File: src/rtl/ntt_pkg.sv
// Shared NTT constants and the Montgomery-encode FSM state type.
package ntt_pkg;
  localparam int unsigned WIDTH   = 32;
  localparam int unsigned RBITS   = 23;
  localparam int unsigned Q       = 8380417;
  localparam int unsigned R_MOD_Q = 8191;
  localparam int unsigned CNT_W   = 6;

  typedef enum logic [1:0] {
    IDLE,
    CALC,
    DONE
  } state_t;
endpackage

File: src/rtl/mont_encode_mod_dbl_add.sv
// Combinational modular double-and-add: res = (2*acc + bit_in) mod q, valid for acc < q.
module mod_dbl_add #(
  parameter int unsigned WIDTH = 32
) (
  input  logic [WIDTH-1:0] acc,
  input  logic             bit_in,
  input  logic [WIDTH-1:0] q,
  output logic [WIDTH-1:0] res
);
  logic [WIDTH:0] t;
  logic [WIDTH:0] qx;
  logic [WIDTH:0] d;

  always_comb begin
    t   = {acc, bit_in};
    qx  = {1'b0, q};
    d   = t - qx;
    res = (t >= qx) ? d[WIDTH-1:0] : t[WIDTH-1:0];
  end
endmodule

File: src/rtl/mont_encode.sv
// Bit-serial conversion into Montgomery form: R_out = (A * 2^RBITS) mod Q.
module mont_encode
  import ntt_pkg::*;
#(
  parameter int unsigned WIDTH = ntt_pkg::WIDTH,
  parameter int unsigned Q     = ntt_pkg::Q,
  parameter int unsigned RBITS = ntt_pkg::RBITS
) (
  input  logic             clk,
  input  logic             rst_n,
  input  logic             in_valid,
  output logic             in_ready,
  input  logic [WIDTH-1:0] A,
  output logic             out_valid,
  input  logic             out_ready,
  output logic [WIDTH-1:0] R_out
);
  localparam logic [WIDTH-1:0] QV       = WIDTH'(Q);
  localparam logic [CNT_W-1:0] CNT_PH1  = CNT_W'(WIDTH);
  localparam logic [CNT_W-1:0] CNT_LAST = CNT_W'(WIDTH + RBITS - 1);

  state_t           state;
  logic [WIDTH-1:0] acc;
  logic [WIDTH-1:0] sh;
  logic [CNT_W-1:0] cnt;
  logic [WIDTH-1:0] acc_nxt;
  logic             step_bit;

  // Horner phase feeds A's MSB; the doubling phase forces the bit to zero.
  assign step_bit = (cnt < CNT_PH1) ? sh[WIDTH-1] : 1'b0;

  mod_dbl_add #(.WIDTH(WIDTH)) u_step (
    .acc    (acc),
    .bit_in (step_bit),
    .q      (QV),
    .res    (acc_nxt)
  );

  always_ff @(posedge clk or negedge rst_n) begin
    if (!rst_n) begin
      state     <= IDLE;
      acc       <= '0;
      sh        <= '0;
      cnt       <= '0;
      in_ready  <= 1'b0;
      out_valid <= 1'b0;
      R_out     <= '0;
    end else begin
      case (state)
        IDLE: begin
          out_valid <= 1'b0;
          if (in_valid && in_ready) begin
            sh       <= A;
            acc      <= '0;
            cnt      <= '0;
            in_ready <= 1'b0;
            state    <= CALC;
          end else begin
            in_ready <= 1'b1;
          end
        end
        CALC: begin
          acc <= acc_nxt;
          if (cnt < CNT_PH1) sh <= sh << 1;
          cnt <= cnt + 1'b1;
          if (cnt == CNT_LAST) begin
            R_out     <= acc_nxt;
            out_valid <= 1'b1;
            state     <= DONE;
          end
        end
        DONE: begin
          if (out_ready) begin
            out_valid <= 1'b0;
            in_ready  <= 1'b1;
            state     <= IDLE;
          end
        end
        default: state <= IDLE;
      endcase
    end
  end
endmodule
File: config.mk
export PLATFORM = sky130hd
export DESIGN_NAME = mont_encode
export DESIGN_NICKNAME = d
export VERILOG_FILES = /design/src/rtl/ntt_pkg.sv /design/src/rtl/mont_encode_mod_dbl_add.sv /design/src/rtl/mont_encode.sv
export SDC_FILE = /design/constraint.sdc
export NUM_CORES = 1
export LEC_CHECK = 0
export BUFFER_PORTS_ARGS = -buffer_cell sky130_fd_sc_hd__buf_4
export CAP_MARGIN = 20
export CORE_MARGIN = 2
export CORE_UTILIZATION = 45
export DETAILED_ROUTE_END_ITERATION = 16
export GPL_TIMING_DRIVEN = 0
export PLACE_DENSITY = 0.69
export SYNTH_ARGS = -nofsm -noshare
export SYNTH_HDL_FRONTEND = slang
export SYNTH_HIERARCHICAL = 1
export SYNTH_SLANG_ARGS = --single-unit
File: constraint.sdc
create_clock -name clk -period 4.65 [get_ports clk]
set_input_delay 0.6975 -clock clk [delete_from_list [all_inputs] [get_ports clk]]
set_output_delay 0.6975 -clock clk [all_outputs]
set_load 0.005 [all_outputs]
==> results_dict.tcl <==
set metrics [dict create \
    status "finished, final reports clean" \
    die_h_um 125 \
    pin_count 70 \
    cts_setup_buffers 0 \
    dpl.hpwl_mm 10.8 \
    grt_max_degree 71 \
    whs_ps 288 \
    die-area_um2 15600 \
    power.leakage_uw 0.00372 \
    cts_tree "done" \
    core_um2 14400 \
    ys_warn_count 6 \
    viasPerCell 5.44 \
    p_per_area_nw_per_um2 736 \
    synth.distinct_cells 59 \
    yosys.area.top_type "dfrtp_1" \
    ctsResizeCount 0 \
    startpoint_type "flip-flop" \
    numPlacedInstances 922 \
    antenna_left 0 \
    ys_ff_latch 106 \
    antenna_found_initial 0 \
    finalNonFillerCells 938 \
    rsz0062_at_grt "false" \
    skew_ps 11.4 \
    grt_overflow 0 \
    drtIter0Drc 326 \
    ys_top_cells_by_count "106 x dfrtp_1, 97 x mux2_2, 50 x inv_1" \
    drv_cap 0 \
    post-synth-top-count-cell "dfrtp_1" \
    die_w_um 125 \
    worst-setup-path-type "flip-flop to flip-flop" \
    wl_per_cell_um 15.2 \
    worst_pin_slew_ps 580 \
    fillers 1273 \
    synthFlopType "dfrtp_1" \
    total_power_uw 5720 \
    synth-edff-count 0 \
    clock_latency_ps 370 \
    hold_viol 0 \
    netlist_area_um2 6590 \
    drive_gt1_share_pct 27.6 \
    grtUsageTotal_pct 19.0 \
    htreeDepth 3 \
    cts_hold_buf 0 \
    finalWirelength_mm 14.2 \
    root_buffer "clkbuf_16" \
    yosys-top-cells-area "dfrtp_1 40%, mux2_2 17%, ha_1 6.5%" \
    syn2layout_area_growth_pct 18.1 \
    fin_setup_tns_ps 0 \
    cts_buffers 9 \
    grt_pass1_wl_mm 24.8 \
    rows 44 \
    critPathRequiredTime_ps 4900 \
    drc_errors 0 \
    antenna_cells 0 \
    gp_congestion 0.924 \
    portBuffers 69 \
    grt_pass1_vias 5220 \
    max-slew-margin-rel_pct 61.0 \
    vdd.ir_drop.worst_mv 0.365 \
    min_period_ps 3680 \
    syn_avg_cell_area_um2 10.3 \
    netlist_instances 638 \
    drv_slew 0 \
    cp_max_fo 5 \
    clk_transition_reported_paths_ps 80 \
    cts.sinks 106 \
    clock_path_buffers 2 \
    synth_top_area_share_pct 40.3 \
    cp-end-kind "flip-flop" \
    seq_area_frac_synth_pct 40.3 \
    dr.pass1.iters 6 \
    setup_violations 0 \
    initial_core_util_pct 45.7 \
    vias 5107 \
    crit_arrival_ps 3920 \
    fin_crit_sh_pct 79.1 \
    min_path_type "primary input to async pin" \
    nNetsFinal 820 \
    fmaxAchievable_mhz 272 \
    postSynth.asyncResetShare_pct 100 \
]
## layout make-up
class                           instances  area, µm²  share of cell area (%)
Buffer                                 33        176                    2.27
Sequential cell                       106       2650                    34.1
Clock inverter                          7       77.6                   0.997
Clock buffer                            9        225                    2.90
Multi-Input combinational cell        479       3680                    47.3
Timing Repair Buffer                   70        546                    7.01
Inverter                               50        188                    2.41
Tap cell                              184        230                    2.96
## per-layer routing
layer | global-route usage (%) | up-vias | wire length, µm
met5 | 0 | - | 0
met4 | 6.47 | 0 | 264
met3 | 5.31 | 25 | 926
met2 | 31.5 | 133 | 6800
met1 | 24.1 | 2458 | 6260
li1 | - | 2491 | -
## state kept, by name, indices dropped and copies added (netlist names)
| register | count |
|---|---|
| R_out | 32 |
| acc | 32 |
| cnt | 6 |
| in_ready | 1 |
| out_valid | 1 |
| sh | 32 |
| state | 2 |
## critical path: stages (launching register included)
cell	delay, ps
dfrtp_1	440
nor2b_1	310
inv_1	100
ha_1	210
inv_1	70
fa_1	220
a21o_1	200
a221oi_4	100
o31ai_1	510
a211oi_1	210
a21oi_1	360
a41oi_1	220
xor2_1	170
o21ai_0	110
mux2_1	320
## kinds of logic after synthesis
kind of cell               Yosys count  synth area share [%]
buffers and inverters               83                  5.53
muxes                               99                  16.9
DFF                                106                  40.3
AOI/OAI and AO/OA                  171                  18.3
other                                2                 0.114
and+or+nand+nor                    115                  8.49
adders and majority gates           35                  6.76
xor gates and xnor gates            27                  3.59
## where the power goes
| group | switching, µW | internal, µW |
|---|---|---|
| Combinational | 1690 | 1660 |
| Sequential | 266 | 1330 |
| Clock | 396 | 385 |
## per-stage QoR
step / instance area [µm²] / utilization (%) / setup WS (ps)
3_5_place_dp: 7470 / 51.8 / 1040
5_1_grt: 7780 / 53.9 / 705
6_report: 7780 / 53.9 / 974
2_1_floorplan: 6700 / - / 1450
3_3_place_gp: 7450 / 51.6 / 1100
4_1_cts: 7780 / 53.9 / 1010
## final timing paths
check                        from   endpoint  slack [ps]  cells after the start
hold / removal              rst_n  R_out[11]         290                      1
min in group clk           sh[11]     sh[11]         510                      1
setup / recovery           cnt[5]  R_out[22]         970                     14
max in group asynchronous   rst_n  R_out[23]        3660                      2
setup reg to reg           cnt[5]  R_out[22]         970                     14
hold reg to reg            sh[11]     sh[11]         510                      1
## cells in the final DEF, fill, tap and decap left out, types with 32 or more instances in the layout
master / instances
a21oi_1: 32
a22o_1: 33
buf_4: 71
conb_1: 32
dfrtp_1: 106
ha_1: 34
inv_1: 50
mux2_2: 97
nand2_1: 48
o21ai_0: 34
(Power assumes the default switching activity.)
